==> src/rtl/ad7621_line_sequencer.sv <==
// ad7621_line_sequencer: one linear-sensor line per accepted trigger.
// restart pulse -> settle window -> PIX_TOTAL conversion strobes -> done.
module ad7621_line_sequencer #(
  parameter int PIX_TOTAL  = 2088,
  parameter int PERIOD_MIN = 40
) (
  input  logic        sys_clk,
  input  logic        sys_rst_n,
  input  logic        enable,
  input  logic        trig,
  input  logic [15:0] cfg_settle,
  input  logic [15:0] cfg_period,
  output logic        ad7621_restart,
  output logic        ad7621_start,
  output logic        sensor_st,
  output logic        busy,
  output logic        line_done,
  output logic [15:0] line_cnt,
  output logic        trig_overrun
);

  localparam int SW = $clog2(PIX_TOTAL + 1);
  localparam logic [SW-1:0] PIX_L = SW'(PIX_TOTAL);
  localparam logic [15:0]   PMIN  = 16'(PERIOD_MIN);

  typedef enum logic [2:0] {
    S_IDLE,
    S_RESTART,
    S_SETTLE,
    S_SCAN,
    S_DONE
  } state_t;

  state_t        r_state;
  state_t        w_state_nx;
  logic [15:0]   r_s;
  logic [15:0]   r_p;
  logic [15:0]   r_cnt;
  logic [15:0]   w_cnt_nx;
  logic [SW-1:0] r_str;
  logic [SW-1:0] w_str_nx;
  logic [15:0]   w_s;
  logic [15:0]   w_p;
  logic          w_accept;
  logic          w_restart;
  logic          w_start;
  logic          w_sst;
  logic          w_done;
  logic          w_ovr;

  assign w_s      = (cfg_settle == 16'd0) ? 16'd1 : cfg_settle;
  assign w_p      = (cfg_period < PMIN) ? PMIN : cfg_period;
  assign w_accept = (r_state == S_IDLE) && trig && enable;
  assign w_ovr    = trig && ((r_state != S_IDLE) || !enable);

  always_comb begin
    w_state_nx = r_state;
    w_cnt_nx   = r_cnt;
    w_str_nx   = r_str;
    w_restart  = 1'b0;
    w_start    = 1'b0;
    w_sst      = 1'b0;
    w_done     = 1'b0;
    unique case (r_state)
      S_IDLE: begin
        if (w_accept) w_state_nx = S_RESTART;
      end
      S_RESTART: begin
        w_restart  = 1'b1;
        w_cnt_nx   = 16'd0;
        w_state_nx = S_SETTLE;
      end
      S_SETTLE: begin
        w_sst = 1'b1;
        if (r_cnt == r_s - 16'd1) begin
          w_cnt_nx   = 16'd0;
          w_str_nx   = '0;
          w_state_nx = S_SCAN;
        end else begin
          w_cnt_nx = r_cnt + 16'd1;
        end
      end
      S_SCAN: begin
        if (r_cnt == 16'd0 && r_str != PIX_L) begin
          w_start  = 1'b1;
          w_str_nx = r_str + SW'(1);
        end
        // the trailing period after the last strobe ends the line
        if (r_cnt == r_p - 16'd1) begin
          w_cnt_nx = 16'd0;
          if (r_str == PIX_L) w_state_nx = S_DONE;
        end else begin
          w_cnt_nx = r_cnt + 16'd1;
        end
      end
      S_DONE: begin
        w_done     = 1'b1;
        w_state_nx = S_IDLE;
      end
      default: w_state_nx = S_IDLE;
    endcase
    if (r_state != S_IDLE && !enable) begin
      w_state_nx = S_IDLE;
      w_restart  = 1'b1;
      w_start    = 1'b0;
      w_sst      = 1'b0;
      w_done     = 1'b0;
      w_cnt_nx   = 16'd0;
      w_str_nx   = '0;
    end
  end

  always_ff @(posedge sys_clk or negedge sys_rst_n) begin
    if (!sys_rst_n) begin
      r_state        <= S_IDLE;
      r_s            <= 16'd0;
      r_p            <= 16'd0;
      r_cnt          <= 16'd0;
      r_str          <= '0;
      ad7621_restart <= 1'b0;
      ad7621_start   <= 1'b0;
      sensor_st      <= 1'b0;
      busy           <= 1'b0;
      line_done      <= 1'b0;
      line_cnt       <= 16'd0;
      trig_overrun   <= 1'b0;
    end else begin
      r_state <= w_state_nx;
      r_cnt   <= w_cnt_nx;
      r_str   <= w_str_nx;
      if (w_accept) begin
        r_s <= w_s;
        r_p <= w_p;
      end
      ad7621_restart <= w_restart;
      ad7621_start   <= w_start;
      sensor_st      <= w_sst;
      busy           <= w_accept || (r_state != S_IDLE);
      line_done      <= w_done;
      line_cnt       <= line_cnt + 16'(w_done);
      trig_overrun   <= w_ovr;
    end
  end

endmodule

==> config.mk <==
export PLATFORM = sky130hd
export DESIGN_NAME = ad7621_line_sequencer
export DESIGN_NICKNAME = d
export VERILOG_FILES = /design/src/rtl/ad7621_line_sequencer.sv
export SDC_FILE = /design/constraint.sdc
export NUM_CORES = 1
export LEC_CHECK = 0
export CAP_MARGIN = 20
export CORE_MARGIN = 10
export CORE_UTILIZATION = 58
export CTS_CLUSTER_DIAMETER = 100
export DETAILED_ROUTE_END_ITERATION = 6
export PLACE_DENSITY = 0.85
export SLEW_MARGIN = 25
export SYNTH_ARGS = -nofsm -noshare
export SYNTH_HDL_FRONTEND = slang
export SYNTH_SLANG_ARGS = --single-unit
==> constraint.sdc <==
create_clock -name sys_clk -period 7.2 [get_ports sys_clk]
set_clock_uncertainty 0.2 [all_clocks]
set_input_delay 0.72 -clock sys_clk [delete_from_list [all_inputs] [get_ports sys_clk]]
set_output_delay 0.72 -clock sys_clk [all_outputs]
set_load 0.05 [all_outputs]
==> qor.csv <==
stage,metric,value,unit
flow_run,cap_violations,0,
die,dieArea,0.0129,sq mm
clocking,clock_tree_root,sky130_fd_sc_hd__clkbuf_8,
layout,regArea,0.00213,sq mm
logic_synthesis,syn_avg_cell_area,9.47,sq um
placed_design,gp_congestion,0.907,
logic_synthesis,synth_cells,538,
critical_path,critical_path.reg2reg.startpoint,r_s[2],
pwr,total_leakage_power,2.42,nW
routing,dr_total_vias,4362,
pwr,worst_ir_drop_vdd,173,uV
critical_path,path_class,reg -> reg,
critical_path,worst_ep_required_time,7.25,ns
global_routing,globalRouteMet2Util,0.314,
clocking,cts.htree.levels,3,
die,start_util,0.590,
layout,count_of_antenna_diodes_in_the_layout,0,
global_routing,grt_use_met3,0.0520,
routing,post_drt_wl_per_cell,17.7,um
global_routing,antenna_violations_before_repair,0,
sta,final_slew_viol_count,0,
logic_synthesis,synth_common_cells,"85 x sky130_fd_sc_hd__dfrtp_1, 45 x sky130_fd_sc_hd__nand2_1, 45 x sky130_fd_sc_hd__nor2_1",
die,fp.dieW,114,um
sta,timing_worst_slew_pin_value,0.797,ns
clocking,post-cts-setup-buffers,0,
routing,via_per_inst,6.31,
pwr,power_density,314,mW/mm^2
global_routing,globalRoute.totalOverflow,0,
critical_path,crit_path_start,r_s[2],
routing,drt.antenna.violating_nets,0,
layout,multiInputGateArea,0.00276,sq mm
global_routing,gr-usage-met1,0.230,
sta,finalHoldViolCount,0,
critical_path,cp-end-kind,flop,
die,fp.dieH,114,um
clocking,clockBufferDepth,2,
routing,drt_wl_total,12.2,mm
critical_path,crit_arrival,3.76,ns
logic_synthesis,number_of_distinct_library_cell_variants_in_the_gate_level_netlist_after_synthesis,61,
placed_design,detailedPlacementHpwl,9.04,mm
clocking,hold_buffers,0,
global_routing,first_global_vias,4317,
worst_hold_path,hold_class,in -> async,
logic_synthesis,post-synth-top-count-cell,sky130_fd_sc_hd__dfrtp_1,
critical_path,crit_path_launch_type,flop,
logic_synthesis,ys_warn_count,0,
logic_synthesis,synth_seq_cells,85,
clocking,clk-insertion-delay-late,0.36,ns
global_routing,pin_count_of_the_biggest_net_entering_global_routing,86,
logic_synthesis,yosysSeqAreaShare,0.417,
logic_synthesis,ranking_of_synthesized_cells_by_area,"sky130_fd_sc_hd__dfrtp_1 42%, sky130_fd_sc_hd__xnor2_1 6.5%, sky130_fd_sc_hd__mux2_2 6.2%, sky130_fd_sc_hd__a31oi_1 5.2%, sky130_fd_sc_hd__nand2_1 3.3%",
sta,fin_crit_sh,0.515,
sta,relSlewSlack,0.469,
routing,route.detailed.drc,0,
critical_path,crit_path_max_fanout,12,
die,fp.coreArea,0.00864,sq mm
routing,dr.first_iter.drc_count,482,
placed_design,port-buffer-count,57,
layout,drive_above_1_share,0.111,
clocking,clock_sink_count,85,
logic_synthesis,synthFlopType,sky130_fd_sc_hd__dfrtp_1,
clocking,numCtsBuffers,9,
sta,grt_setup_unrepaired,no,
layout,finish.net_count,622,
outcome,outcome,"complete, no violations",
logic_synthesis,cell_type_with_the_largest_total_area_after_synthesis,sky130_fd_sc_hd__dfrtp_1,
sta,fmaxAchievable,270,MHz
die,core.rowCount,34,
logic_synthesis,synthDominantCellAreaShare,0.417,
logic_synthesis,synth_area,0.00509,sq mm
sta,period_needed,3.71,ns
sta,setup_tns,0,ns
die,boundaryPins,58,
sta,hold-worst-slack,0.190,ns
global_routing,grt_pass1_wl,20.5,mm
logic_synthesis,synth-edff-count,0,
logic_synthesis,asyncSetResetFlopFracSynth,1.00,
layout,fill_cells,664,
sta,final-setup-viol-count,0,
global_routing,global_route_usage_over_all_layers,0.190,
layout,synthToLayoutAreaGrowth,15.9,%
clocking,post_cts_resized,0,
clocking,path_clk_slew,0.10,ns
clocking,cts_tree,done,
routing,drtPass1Iterations,7,
logic_synthesis,synth_fp_nets,582,
global_routing,grt_busiest_layer,met2,
## cells by family after synthesis
kind of cell,after synthesis,share of synthesized area
AOI/OAI and AO/OA,97,0.129
xor gates and xnor gates,51,0.0877
adders and majority gates,8,0.0196
buffers and inverters,49,0.0415
DFF,85,0.417
muxes,32,0.0697
and+or+nand+nor,216,0.235
## placed cells by master (no fill, tap or decap), drive strengths merged, types with 3 or more instances in the layout
master	netlist	final
dfrtp	85	85
clkdlybuf4s50	0	56
nor2	46	46
nand2	45	45
a31oi	43	43
xnor2	38	38
mux2	28	28
nand3	24	24
inv	19	23
nor3	19	19
nor4	19	19
a21oi	18	18
and3	16	16
xor2	13	13
o21ai	12	12
clkbuf	22	9
nand4	8	8
ha	8	8
or3	6	6
or4	6	6
nand3b	5	5
a22o	5	5
nand2b	5	5
mux2i	4	4
nor2b	3	3
## routing by layer
| layer | part of all wire | wire length (um) |
|---|---|---|
| met3 | 0.070 | 861 |
| met1 | 0.41 | 5040 |
| met2 | 0.49 | 5940 |
| met4 | 0.032 | 393 |
| met5 | 0 | 0 |
## stage by stage
| stage | power (mW) | instance area [sq um] | cells | util | setup WS (ns) |
|---|---|---|---|---|---|
| 2_1_floorplan | 1.28 | 5090 | 538 | - | 4.14 |
| 3_3_place_gp | 1.42 | 5670 | 675 | 0.656 | 3.67 |
| 3_5_place_dp | 1.46 | 5670 | 675 | 0.656 | 3.54 |
| 4_1_cts | 1.85 | 5900 | 691 | 0.683 | 3.51 |
| 5_1_grt | 1.97 | 5910 | 691 | 0.684 | 3.20 |
| 6_report | 1.86 | 5910 | 691 | 0.684 | 3.49 |
## where the power goes
part | total [mW] | internal, mW | switching [mW]
Combinational | 0.691 | 0.329 | 0.362
Clock | 0.394 | 0.202 | 0.192
Sequential | 0.770 | 0.588 | 0.182
Total | 1.86 | 1.12 | 0.736
## final cells by class
| class | count | area share |
|---|---|---|
| Clock inverter | 7 | 0.0178 |
| Timing Repair Buffer | 58 | 0.0981 |
| Tap cell | 108 | 0.0229 |
| Multi-Input combinational cell | 404 | 0.467 |
| Clock buffer | 9 | 0.0210 |
| Sequential cell | 85 | 0.360 |
| Inverter | 20 | 0.0127 |
## state kept, by name, indices dropped and copies added (netlist names)
name	flops
line_cnt	16
r_s	16
sensor_st	1
r_cnt	16
ad7621_restart	1
line_done	1
trig_overrun	1
r_p	16
r_str	12
busy	1
r_state	3
ad7621_start	1
## final timing paths
check | slack, ns | cells after the start | endpoint
max | 3.49 | 8 | r_str[0]
min | 0.19 | 1 | line_cnt[11]
max reg2reg | 3.49 | 8 | r_str[0]
min reg2reg | 0.28 | 1 | line_cnt[15]
max in group asynchronous | 6.07 | 1 | r_s[4]
min in group sys_clk | 0.28 | 1 | line_cnt[15]
## worst max-delay path, cell delays in order, from the launching register on
cell                       delay [ns]
sky130_fd_sc_hd__dfrtp_1         0.47
sky130_fd_sc_hd__nor4_4          0.46
sky130_fd_sc_hd__nand4_1         0.29
sky130_fd_sc_hd__nor4_1          0.35
sky130_fd_sc_hd__a211oi_1        0.10
sky130_fd_sc_hd__nor4_2          0.52
sky130_fd_sc_hd__a211oi_1        0.17
sky130_fd_sc_hd__nor3_2          0.63
sky130_fd_sc_hd__mux2_2          0.41
Power figures use the tool's default switching activity.
